===== src/rtl/oam_dma_master.sv =====
// Sprite OAM DMA: snoops a CPU write to the DMA register, halts the CPU, then copies page $XX00-$XXFF to OAM.
// Optional OAM_DMA_ODD_ALIGN_EN inserts an ALIGN cycle when HALT ends on an odd CPU cycle (513/514-cycle timing).
module oam_dma_master #(
    parameter logic [15:0] DMA_REG_ADDR  = 16'h4014,
    parameter logic [15:0] OAM_DATA_ADDR = 16'h2004
) (
    input  logic        i_clk,
    input  logic        i_rst,
    input  logic        i_ce,
    input  logic [15:0] i_cpu_addr,
    input  logic [7:0]  i_cpu_wdata,
    input  logic        i_cpu_wn,
    output logic        o_cpu_rdy,
    output logic        o_bus_own,
    output logic [15:0] o_bus_addr,
    output logic [7:0]  o_bus_wdata,
    output logic        o_bus_wn,
    input  logic [7:0]  i_bus_rdata,
    output logic        o_dma_busy
);

    typedef enum logic [2:0] {
        S_IDLE,
        S_HALT,
        S_ALIGN,
        S_RD,
        S_WR
    } state_t;

    state_t      state_q, state_d;
    logic [7:0]  page_q, page_d;
    logic [7:0]  idx_q, idx_d;
    logic [7:0]  data_q, data_d;
    logic        par_q, par_d;

    logic        cpu_rdy_q, cpu_rdy_d;
    logic        bus_own_q, bus_own_d;
    logic [15:0] bus_addr_q, bus_addr_d;
    logic [7:0]  bus_wdata_q, bus_wdata_d;
    logic        bus_wn_q, bus_wn_d;
    logic        dma_busy_q, dma_busy_d;

    always_comb begin
        state_d = state_q;
        page_d  = page_q;
        idx_d   = idx_q;
        data_d  = data_q;
        par_d   = par_q;

        if (i_ce) begin
            par_d = ~par_q;
            case (state_q)
                S_IDLE: begin
                    if (!i_cpu_wn && (i_cpu_addr == DMA_REG_ADDR)) begin
                        state_d = S_HALT;
                        page_d  = i_cpu_wdata;
                        idx_d   = 8'h00;
                    end
                end
                S_HALT: begin
`ifdef OAM_DMA_ODD_ALIGN_EN
                    state_d = par_q ? S_ALIGN : S_RD;
`else
                    state_d = S_RD;
`endif
                end
                S_ALIGN: state_d = S_RD;
                S_RD: begin
                    state_d = S_WR;
                    data_d  = i_bus_rdata;
                end
                S_WR: begin
                    // A trigger landing on the final write is dropped: we go straight home.
                    if (idx_q == 8'hFF) begin
                        state_d = S_IDLE;
                    end else begin
                        state_d = S_RD;
                        idx_d   = idx_q + 8'h01;
                    end
                end
                default: state_d = S_IDLE;
            endcase
        end

        // Outputs are decoded from the next state so they can be registered alongside it.
        cpu_rdy_d   = 1'b1;
        bus_own_d   = 1'b0;
        bus_addr_d  = 16'h0000;
        bus_wdata_d = 8'h00;
        bus_wn_d    = 1'b1;
        dma_busy_d  = 1'b0;
        case (state_d)
            S_HALT, S_ALIGN: begin
                cpu_rdy_d  = 1'b0;
                dma_busy_d = 1'b1;
            end
            S_RD: begin
                cpu_rdy_d  = 1'b0;
                dma_busy_d = 1'b1;
                bus_own_d  = 1'b1;
                bus_addr_d = {page_d, idx_d};
            end
            S_WR: begin
                cpu_rdy_d   = 1'b0;
                dma_busy_d  = 1'b1;
                bus_own_d   = 1'b1;
                bus_addr_d  = OAM_DATA_ADDR;
                bus_wdata_d = data_d;
                bus_wn_d    = 1'b0;
            end
            default: ;
        endcase
    end

    always_ff @(posedge i_clk) begin
        if (i_rst) begin
            state_q     <= S_IDLE;
            page_q      <= 8'h00;
            idx_q       <= 8'h00;
            data_q      <= 8'h00;
            par_q       <= 1'b0;
            cpu_rdy_q   <= 1'b1;
            bus_own_q   <= 1'b0;
            bus_addr_q  <= 16'h0000;
            bus_wdata_q <= 8'h00;
            bus_wn_q    <= 1'b1;
            dma_busy_q  <= 1'b0;
        end else begin
            state_q     <= state_d;
            page_q      <= page_d;
            idx_q       <= idx_d;
            data_q      <= data_d;
            par_q       <= par_d;
            cpu_rdy_q   <= cpu_rdy_d;
            bus_own_q   <= bus_own_d;
            bus_addr_q  <= bus_addr_d;
            bus_wdata_q <= bus_wdata_d;
            bus_wn_q    <= bus_wn_d;
            dma_busy_q  <= dma_busy_d;
        end
    end

    assign o_cpu_rdy   = cpu_rdy_q;
    assign o_bus_own   = bus_own_q;
    assign o_bus_addr  = bus_addr_q;
    assign o_bus_wdata = bus_wdata_q;
    assign o_bus_wn    = bus_wn_q;
    assign o_dma_busy  = dma_busy_q;

endmodule


===== config.mk =====
export PLATFORM = sky130hd
export DESIGN_NAME = oam_dma_master
export DESIGN_NICKNAME = d
export VERILOG_FILES = /design/src/rtl/oam_dma_master.sv
export SDC_FILE = /design/constraint.sdc
export NUM_CORES = 1
export LEC_CHECK = 0
export CAP_MARGIN = 40
export CORE_UTILIZATION = 42
export DETAILED_ROUTE_END_ITERATION = 16
export PLACE_DENSITY = 0.75
export SLEW_MARGIN = 5
export SYNTH_ARGS = -nofsm -noshare
export SYNTH_HDL_FRONTEND = slang
export SYNTH_SLANG_ARGS = --single-unit

===== constraint.sdc =====
create_clock -name i_clk -period 1.7 [get_ports i_clk]
set_input_delay 0.34 -clock i_clk [delete_from_list [all_inputs] [get_ports i_clk]]
set_output_delay 0.34 -clock i_clk [all_outputs]
set_load 0.1 [all_outputs]

---- Yosys cells after proc, flatten, opt, wreduce, memory -nomap -nowiden ----
Cells that the tools add are included.
word-level totals
  flip-flop bits (word level) ............. 55
  input port bits ......................... 36
  output and inout bits ................... 28
  logic and storage cells ................. 47
cells by class
  add/subtract/negate cells ............... 1
  equality and inequality tests ........... 10
  multiplexer cells ....................... 18
  bitwise logic cells ..................... 1
  reductions and logical operators ........ 7
operators by type and width
  kind                                                                     number
  8-bit 2-to-1 mux                                                         8
  16-bit one-hot mux with 2 select lines                                   1
  16-bit by 15-bit equality test with 1-bit output, second input constant  1
  8-bit one-hot mux with 2 select lines                                    1
  3-bit by 2-bit equality test with 1-bit output, second input constant    4
  3-bit one-hot mux with 4 select lines                                    1
  8-bit by 1-bit adder with 8-bit output, second input constant            1
  8-bit equality test, second input constant                               1
  3-bit by 1-bit equality test with 1-bit output, second input constant    2
  3-bit equality test, second input constant                               2
  3-bit 2-to-1 mux                                                         2
  2-bit OR reduction                                                       3
  1-bit 2-to-1 mux                                                         4
  4-bit OR reduction                                                       1
  3-bit logical NOT                                                        1
  2-bit 2-to-1 mux                                                         1
  1-bit logical AND                                                        1
  1-bit logical NOT                                                        1
  1-bit NOT                                                                1

---- Longest topological paths before layout ----
  depth after elaboration ................. 8
  depth in mapped cells ................... 7
  mapped depth without buffers ............ 5

---- Least setup slack after synthesis ----
OpenSTA, ideal clock, no wires.
  path kind ............................... input to register
  from .................................... input i_cpu_addr[5]
  to ...................................... register idx_q[4]
  setup time .............................. 134 ps
  arrival ................................. 1704 ps
  data required time ...................... 1566 ps
  slack ................................... -137 ps
  cell stages on the path ................. 5
  path buffers ............................ 1
  cells stage by stage .................... or4_4 > or4_1 > buf_4 > o221ai_2 > a21oi_1
on the way
  cells in the longest elaborated chain, start to end .. 5
ends and longest elaborated chain
  element                                           line  source
  start: declaration                                10    input logic [15:0] i_cpu_addr,
  16-bit by 15-bit equality test with 1-bit output  54    if (!i_cpu_wn && (i_cpu_addr == DMA_REG_ADDR)) begin
  1-bit logical AND                                 54
  8-bit 2-to-1 mux                                  54
  8-bit one-hot mux with 2 select lines             52    case (state_q)
  8-bit 2-to-1 mux                                  50    if (i_ce) begin
  end signal: assignment                            131   idx_q <= idx_d;
  end: declaration                                  32    logic [7:0] idx_q, idx_d;
Every way passes these cells.
A chain may end at the register's enable or synchronous reset.

---- Worst setup path after layout ----
  from .................................... input i_cpu_addr[12]
  to ...................................... register page_q[7]
on the way
  cells in the longest elaborated chain, start to end .. 5
ends and longest elaborated chain
  element                                           line  source
  16-bit by 15-bit equality test with 1-bit output  54
  1-bit logical AND                                 54
  8-bit 2-to-1 mux                                  54
  8-bit 2-to-1 mux                                  52
  8-bit 2-to-1 mux                                  50
  end signal: assignment                            130   page_q <= page_d;
  end: declaration                                  31    logic [7:0] page_q, page_d;
Every way passes these cells.

==> reports/results.txt <==
die area - 5399 um^2
Max Clk Rate - 591.9 MHz
Final Cell Area - 3602 um^2
Clock transition at path regs - 0.09 ns
Fill cells - 346
Setup-failing EPs final - 0
Total GRT Usage - 20.75%
# DRC - 0
Leakage Power - 1.282 nW
Iteration-0 DRC Markers - 102
HPWL Detailed - 3894 um
top_reg_cell synth - dfxtp_1
CTS tree - built
CP endpoint kind - register
max-cap violation count - 0
starting density of the core - 44.55%
mapped cell area - 2146 um^2
FF+latch count, synth - 55
Die H - 73.48 um
TNS Setup - 0 ns
cells after synthesis - 233
CP Data Arrival Time - 1.89 ns
largest net degree at the start of global routing - 16
CP max-delay cell - or4_4
post-layout min period - 1.689 ns
Ports - 64
CTS Buffer Depth - 2
crit start category - input pin
Root Driver - clkbuf_8
post-route clock period utilization - 99.37%
first-pass GRT wire length - 8480 um
drt wl/cell - 13.86 um
Critical Path Max Stage Delay - 0.62 ns
Antenna Cells - 0
Max transition margin - 79.52%
CTS Buf Count - 5
status - finished clean
most frequent cells in the layout - 53 x dfxtp_1, 31 x buf_4, 30 x clkdlybuf4s50_1
Post-Syn Nets - 270
CP Data Required Time - 1.90 ns
VDD IR max - 0.5246 mV
share of layout cells above drive strength 1 - 35.69%
placer congestion estimate - 0.8569
Hold Buf Count CTS - 0
H-tree depth - 2
dpl cell area - 3316 um^2
clk_skew - 0.008980 ns
Async S/R FF share, synth - 0%
via count - 2066
Yosys cell types - 48
crit-path most repeated cell - or4_4
fin nets - 362
initial antenna violation count - 0
Seq/Total Area, Yosys - 51.31%
number of enable flip-flop cells after synthesis - 0
mean post-synth cell area - 9.209 um^2
most common cell after layout, fill and taps aside - dfxtp_1
clock sinks - 55
Die W - 73.48 um
Worst-Margin Slew - 0.3058 ns
vias in the first global route - 1966
core area - 4817 um^2
RSZ-0062 raised after global routing - yes
Final ANT Viol Nets - 0
Routed WL - 5433 um
P&R area growth vs syn - 67.87%
Power Density - 634.9 nW/um^2
IO buf count - 63
vias per cell - 5.270
Yosys warnings - 0
final hold violation count - 0
crit-path max FO - 5
critical path class - input pin to register
DR pass1 iterations - 4
Rows - 25
HP Class - register to register
Slew Viols, Final - 0
clock latency on the worst-skew pair - 0.30 ns
crit-path cells - buf_6 > or4_4 > or4_4 > o21ai_2 > a21oi_2
grt ovf - 0
==> flip-flops by register name (all words and copies together) (netlist names) <==
signal / flops
o_bus_wdata: 8
page_q: 8
data_q: 8
o_dma_busy: 1
o_bus_own: 1
o_bus_wn: 1
o_bus_addr: 16
o_cpu_rdy: 1
idx_q: 8
state_q: 3
==> routing by layer <==
| layer | vias up | wire length [um] | global-route usage, % |
|---|---|---|---|
| met1 | 980 | 2229 | 22.94 |
| li1 | 1024 | - | - |
| met5 | - | 0 | 0 |
| met2 | 53 | 2879 | 38.63 |
| met3 | 9 | 201 | 4.115 |
| met4 | 0 | 123 | 8.120 |
==> cells in the mapped netlist (all sizes together), types with 2 or more instances <==
library cell / instances / share of area, %
and3: 5 / 1.5
clkbuf: 3 / 0.52
dfxtp: 55 / 51
or2: 2 / 0.58
nand3: 13 / 3.0
a21oi: 36 / 8.4
a211oi: 3 / 1.3
buf: 10 / 2.6
nor2b: 9 / 2.6
nor4b: 2 / 0.82
nor3: 6 / 1.4
a31oi: 3 / 0.87
o21bai: 2 / 0.87
or4: 3 / 1.2
nor2: 14 / 2.8
o31ai: 2 / 0.70
o21ai: 11 / 2.7
a21boi: 2 / 0.70
nand2b: 3 / 0.87
or3b: 2 / 0.93
nand2: 23 / 4.0
mux2i: 3 / 1.4
nand4: 3 / 0.87
or3: 4 / 1.2
==> final timing paths <==
| kind | start | depth (start not counted) | end | slack (ns) |
|---|---|---|---|---|
| worst max register to register | state_q[0]$_SDFF_PP0_ | 4 | o_bus_addr[13]$_SDFF_PP0_ | 0.01 |
| worst min register to register | data_q[6]$_SDFF_PP0_ | 2 | data_q[6]$_SDFF_PP0_ | 0.45 |
| worst min-delay path | data_q[6]$_SDFF_PP0_ | 2 | data_q[6]$_SDFF_PP0_ | 0.45 |
| worst max-delay path | i_cpu_addr[12] | 5 | page_q[7]$_SDFF_PP0_ | 0.01 |
==> layout make-up <==
type	count	area [um^2]	share of cell area (%)
Tap cell	67	83.83	2.327
Clock buffer	6	72.57	2.015
Multi-Input combinational cell	165	1132	31.43
Inverter	1	3.754	0.1042
Sequential cell	55	1104	30.64
Timing Repair Buffer	97	1176	32.65
Clock inverter	1	30.03	0.8336
==> worst max-delay path, delay by kind of cell <==
| kind | cells | cell delay, ns |
|---|---|---|
| AO/OA/AOI/OAI | 2 | 0.29 |
| buffers and inverters | 1 | 0.09 |
| AND/OR/NAND/NOR | 2 | 1.17 |
==> through the flow <==
step | setup WS (ns) | instances | hold WS (ns) | util, % | power (mW)
2_1_floorplan | -0.1324 | 233 | 0.4339 | - | 1.364
3_3_place_gp | -0.5788 | 380 | 0.4352 | 68.83 | 1.480
3_5_place_dp | -0.6157 | 380 | 0.4401 | 68.83 | 1.482
4_1_cts | -0.008746 | 389 | 0.4526 | 71.38 | 2.284
5_1_grt | -0.05286 | 392 | 0.4815 | 74.78 | 2.357
6_report | 0.01065 | 392 | 0.4507 | 74.78 | 2.287
==> logic make-up (layout without fill, tap and decap cells) <==
kind of cell	count (synthesis)	in the layout	synth area share [%]
buf+inv	14	105	3.265
fa+ha+maj	1	1	0.5830
flops	55	55	51.31
compound gates	64	64	18.02
xor+xnor	1	1	0.4082
mux	3	3	1.399
simple gates	95	96	25.01
==> what timing repair did <==
action                     in CTS  in global routing
cloned                          1                  0
resized for setup              17                 34
setup endpoints to repair      34                 29
setup buffers                   1                  3
pin swaps                       7                 10
hold endpoints to repair        0                  0
==> power by group <==
part | internal, mW | switching, mW | leakage [nW] | total [mW]
Clock | 0.432 | 0.391 | 0.0513 | 0.823
Combinational | 0.109 | 0.0664 | 0.786 | 0.175
Sequential | 1.29 | 0.000997 | 0.444 | 1.29
(Power assumes the default switching activity.)
==> variant 1 (config.mk and constraints unchanged) <==
Build with the macro `OAM_DMA_ODD_ALIGN_EN` defined.
--- a/src/rtl/oam_dma_master.sv
+++ b/src/rtl/oam_dma_master.sv
@@ -2,2 +2,4 @@
 // Optional OAM_DMA_ODD_ALIGN_EN inserts an ALIGN cycle when HALT ends on an odd CPU cycle (513/514-cycle timing).
+`define OAM_DMA_ODD_ALIGN_EN
+
 module oam_dma_master #(
Check against the original RTL: not equivalent (Yosys sat finds a counterexample within 4 cycles, from zero or initial values and one cycle with i_rst high).
==> variant 1 against the unedited design <==
- sequential power rose by 4%
- critical path depth up 1
- critical path type unchanged
- clock power increased by 10%
- total power up 10%
- register-to-register slack gained 0.08 ns
- wire length decreased by 9.8%
- global-route usage shrank 1.1 points
- die area fell by 2.8%
- via count is 12% lower
- area after synthesis fell by 2.9%
- sequential cell count up 1
- setup slack got worse by 0.0013 ns
- final area is 6.6% lower
==> variant 1: results (changes against the unedited design) <==
* Clk_lat worst skew at 0.31 ns
* First-pass GRT wire length at 7.72 mm (was 8.48 mm)
* Grt met2 use at 0.329 (was 0.386)
* Vias per cell at 5.10 (was 5.27)
* ANT cells at 0 (unchanged)
* H-Tree Depth at 2 (unchanged)
* Sw Share at 0.225 (was 0.200)
* Part of the power in registers at 0.533 (was 0.564)
* Clock distribution power at 906 uW (was 823 uW)
* Critical Path AT at 1.90 ns
* Peak VDD IR at 0.766 mV (was 0.525 mV)
* Worst-Margin Slew at 0.355 ns (was 0.306 ns)
* Largest cells by area after synthesis: dfxtp_1 54%, mux2i_1 10%, nor2_1 7.7%, nor4_1 1.8%, nor3_1 1.7% (was dfxtp_1 51%, a21oi_1 8.4%, nand2_1 4.0%, nand3_1 3.0%, nor2b_1 2.6%)
* Clk_skew at 0.00946 ns (was 0.00898 ns)
* Unique masters post-synth at 43 (was 48)
* M1 wire length at 1.98 mm (was 2.23 mm)
* Worst-path fanout max at 5 (unchanged)
* HP Class: in -> reg (was reg -> reg)
* Synth cell count leaders: 56 x dfxtp_1, 43 x nor2_1, 21 x mux2i_1 (was 55 x dfxtp_1, 36 x a21oi_1, 23 x nand2_1)
* Clock buffer depth at 2 (unchanged)
* Routed wl met2 at 2.42 mm (was 2.88 mm)
* Synthesized instance count at 208 (was 233)
* Num CTS Buffers at 5 (unchanged)
* Status: finished clean (unchanged)
* Leak pwr at 0.00138 uW (was 0.00128 uW)
* Placed insts at 347 (was 380)
* Post-placement cell area at 3180 sq um (was 3320 sq um)
* GP Congestion at 0.857 (about the same)
* DR WL/cell at 13.7 microns (was 13.9 microns)
* Detailed Place HPWL at 3.49 mm (was 3.89 mm)
* Register area share after synthesis at 0.538 (was 0.513)
* CP max stage delay at 0.41 ns (was 0.62 ns)
* Async SR Flop Fraction at 0 (unchanged)
* Vias in the first global route at 1646 (was 1966)
* Slowest CP cell: clkdlybuf4s50_1 (was or4_4)
* Total track usage at 0.196 (was 0.207)
* DRT Wirelength at 4.90 mm (was 5.43 mm)
* First-pass detailed-route iteration total at 4 (unchanged)
* Antenna Violating Nets Remaining at 0 (unchanged)
* Cell family with most CP delay: simple AND/OR/NAND/NOR gates (unchanged)
* Fillcell total at 353 (was 346)
* M3 GR Usage at 0.0556 (was 0.0412)
* # port buffers at 63 (unchanged)
* Final net count at 326 (was 362)
* M1 GR Usage at 0.236 (was 0.229)
* WL met3 at 416 microns (was 201 microns)
* CTS Root Cell: clkbuf_8 (unchanged)
* Layout cells sized above 1 at 0.276 (was 0.357)
* Synthesized Nets at 245 (was 270)
* Largest net degree at the start of global routing at 19 (was 16)
* Iteration-0 DRC Markers at 180 (was 102)
[variant 1: cell count changes in the layout (fill, tap and decap cells not counted), sizes merged, moves of 9 or more]
cell	before	now
nand2	23	4
a21oi	36	5
nand3	13	4
nor2	14	43
buf	64	54
mux2i	3	21
[variant 1: what timing repair did]
action / CTS / global route
pin swaps: 5 / 7
setup endpoints to repair: 34 / 33
gates resized for setup: 18 / 12
cloned: 1 / 0
setup buffers: 0 / 1
[variant 1: cell families after synthesis]
logic type      Yosys count  share of synthesized area
simple gates             88                      0.223
flops                    56                      0.538
compound gates           24                     0.0823
mux                      21                      0.101
buf+inv                  16                     0.0408
xor+xnor                  2                    0.00841
fa+ha+maj                 1                    0.00601
[variant 1: metrics by stage]
stage / util / setup WS (ns) / setup TNS [ns] / total power [uW] / hold slack, ns
3_5_place_dp: 0.668 / -0.645 / -21.38 / 1630 / 0.482
4_1_cts: 0.699 / -0.0552 / -0.277 / 2530 / 0.507
6_report: 0.707 / 0.00930 / 0 / 2520 / 0.320
3_3_place_gp: 0.668 / -0.590 / -20.04 / 1630 / 0.460
2_1_floorplan: - / -0.139 / -2.04 / 1480 / 0.456
5_1_grt: 0.707 / -0.0258 / -0.139 / 2610 / 0.307
[variant 1: cell type report]
class | instances | share of cell area
clock buffers | 6 | 0.0246
inverters | 3 | 0.00335
repair buffers | 86 | 0.324
well taps | 67 | 0.0249
multi-input cells | 137 | 0.278
flip-flops and latches | 56 | 0.334
clock inverters | 2 | 0.0115
[variant 1: final timing paths]
check,start,to,slack [ns],cells after the start
setup / recovery,i_cpu_addr[7],page_q[6],0.009,6
hold / removal,i_ce,state_q[0],0.32,2
setup reg to reg,state_q[0],page_q[6],0.09,5
hold reg to reg,page_q[1],o_bus_addr[9],0.50,2
==> variant 2 (same flow settings) <==
Made on the original files. Make the reset (`i_rst`) asynchronous in one clocked block.
--- a/src/rtl/oam_dma_master.sv
+++ b/src/rtl/oam_dma_master.sv
@@ -114,3 +114,3 @@
 
-    always_ff @(posedge i_clk) begin
+    always_ff @(posedge i_clk or posedge i_rst) begin
         if (i_rst) begin
Formal check against the unedited RTL: differs if i_rst is asserted again (counterexample within 4 cycles, from zero or initial values and one cycle with i_rst high); with i_rst held inactive, the same outputs for 10 cycles.
==> variant 2 against the unedited design <==
- setup slack worse by 0.22 ns
- clock skew grew 0.0013 ns
- critical path type is now reg -> reg
- area after synthesis up 8.2%
- the run now ends with negative setup slack left
- sequential cell count stayed put
- global-route usage up 2.3 points
- sequential share of layout area increased by 4.1 points
- maximum frequency is 12% lower
- wire length increased by 25%
- final area rose by 10%
Power is not compared: it rests on default switching activity, and its combinational part moved more than twofold at a synthesized area within 25%.
==> variant 2: results (changes against the unedited design) <==
* Status: complete, but fails checks (was finished clean)
* Failing checks: negative setup slack
* First-pass GRT wire length at 10.3 mm (was 8.48 mm)
* Register area share after synthesis at 0.594 (was 0.513)
* Synthesized Nets at 227 (was 270)
* Leak pwr at 0.00186 uW
* HP Class: in -> async (was reg -> reg)
* Synthesized instance count at 190 (was 233)
* Layout cells sized above 1 at 0.462 (was 0.357)
* Post-placement cell area at 3470 sq um (was 3320 sq um)
* Finish-stage setup viols at 22 (was 0)
* Iteration-0 DRC Markers at 200 (was 102)
* Num CTS Buffers at 5 (unchanged)
* Fin cells at 369 (was 392)
* Largest cells by area after synthesis: dfrtp_1 57%, mux2_2 6.3%, nor2b_1 4.3%, nor2_1 2.4%, dfstp_2 2.3% (was dfxtp_1 51%, a21oi_1 8.4%, nand2_1 4.0%, nand3_1 3.0%, nor2b_1 2.6%)
* Detailed Place HPWL at 3.86 mm (was 3.89 mm)
* Vias after detailed routing at 1967 (was 2066)
* Clk_skew at 0.0103 ns (was 0.00898 ns)
* Final worst slack at -0.212 ns (was 0.0106 ns)
* DR WL/cell at 18.3 microns (was 13.9 microns)
* Async SR Flop Fraction at 1.00 (was 0)
* Final net count at 335 (was 362)
* GP Congestion at 0.922 (was 0.857)
* Clock transition at path regs at 0.11 ns (was 0.09 ns)
* Synth cell count leaders: 53 x dfrtp_1, 16 x nor2b_1, 15 x nor2_1 (was 55 x dfxtp_1, 36 x a21oi_1, 23 x nand2_1)
* Unique masters post-synth at 47 (was 48)
* Total track usage at 0.230 (was 0.207)
* Ys flop type: dfrtp_1 (was dfxtp_1)
* Clk_lat worst skew at 0.32 ns (was 0.30 ns)
* Worst-Margin Slew at 0.357 ns (was 0.306 ns)
* Critical Path AT at 2.13 ns (was 1.89 ns)
* Vias in the first global route at 2090 (was 1966)
* Largest net degree at the start of global routing at 26 (was 16)
variant 2: layout make-up:
class / count / area (sq um)
fill: 300 / 1230
multi-input combinational: 119 / 1020
inverter: 8 / 30.0
sequential: 55 / 1380
tap: 70 / 87.6
timing repair buffer: 109 / 1320
clock inverter: 3 / 71.3
clock buffer: 5 / 68.8
variant 2: worst max-delay path, stage by stage, from the launching register on:
cell and delay, ns:
dfrtp_1 0.40, nand2b_4 0.16, nor3_4 0.21, nor3b_4 0.31, buf_12 0.15, buf_12 0.11, mux2_2 0.34, nor2b_1 0.14
variant 2: final timing paths:
check / startpoint / endpoint / slack, ns / cells past startpoint
worst min-delay path: i_rst / page_q[2] / 0.29 / 2
max in group asynchronous: i_rst / o_cpu_rdy / 0.89 / 3
worst min register to register: data_q[7] / data_q[7] / 0.50 / 1
worst max-delay path: state_q[0] / o_bus_addr[15] / -0.21 / 7
min in group i_clk: data_q[7] / data_q[7] / 0.50 / 1
worst max register to register: state_q[0] / o_bus_addr[15] / -0.21 / 7
variant 2: power by group:
group / switching [uW] / internal, uW / leakage (uW) / total, uW
sequential: 244 / 1630 / 0.000720 / 1870
clock: 462 / 598 / 0.0000703 / 1060
combinational: 1750 / 1320 / 0.00106 / 3070
variant 2: per-stage QoR:
stage	setup TNS, ns	setup slack (ns)	hold WS [ns]
floorplan	-0.293	-0.131	0.447
global placement	-19.31	-0.516	0.463
detailed placement	-20.38	-0.580	0.480
CTS	-0.397	-0.0659	0.302
global route	-3.13	-0.227	0.328
finish	-2.17	-0.212	0.294
variant 2: logic make-up after synthesis:
| kind of cell | Yosys count | synth area share |
|---|---|---|
| fa+ha+maj | 1 | 0.00539 |
| mux | 19 | 0.0932 |
| compound gates | 24 | 0.0711 |
| simple gates | 73 | 0.193 |
| flops | 55 | 0.594 |
| buf+inv | 16 | 0.0361 |
| xor+xnor | 2 | 0.00754 |
variant 2: metal layers:
layer	track usage	up-vias	wire, microns
li1	-	868	-
met1	0.262	954	2600
met2	0.397	111	3420
met3	0.0575	34	388
met4	0.121	0	359
met5	0	-	0
variant 2: what timing repair did:
action / CTS / global route
hold buffers: 0 / 0
setup endpoints to repair: 36 / 41
pin swaps: 11 / 14
cloned: 0 / 0
buffers inserted: 13 / 15
gates resized for setup: 47 / 29
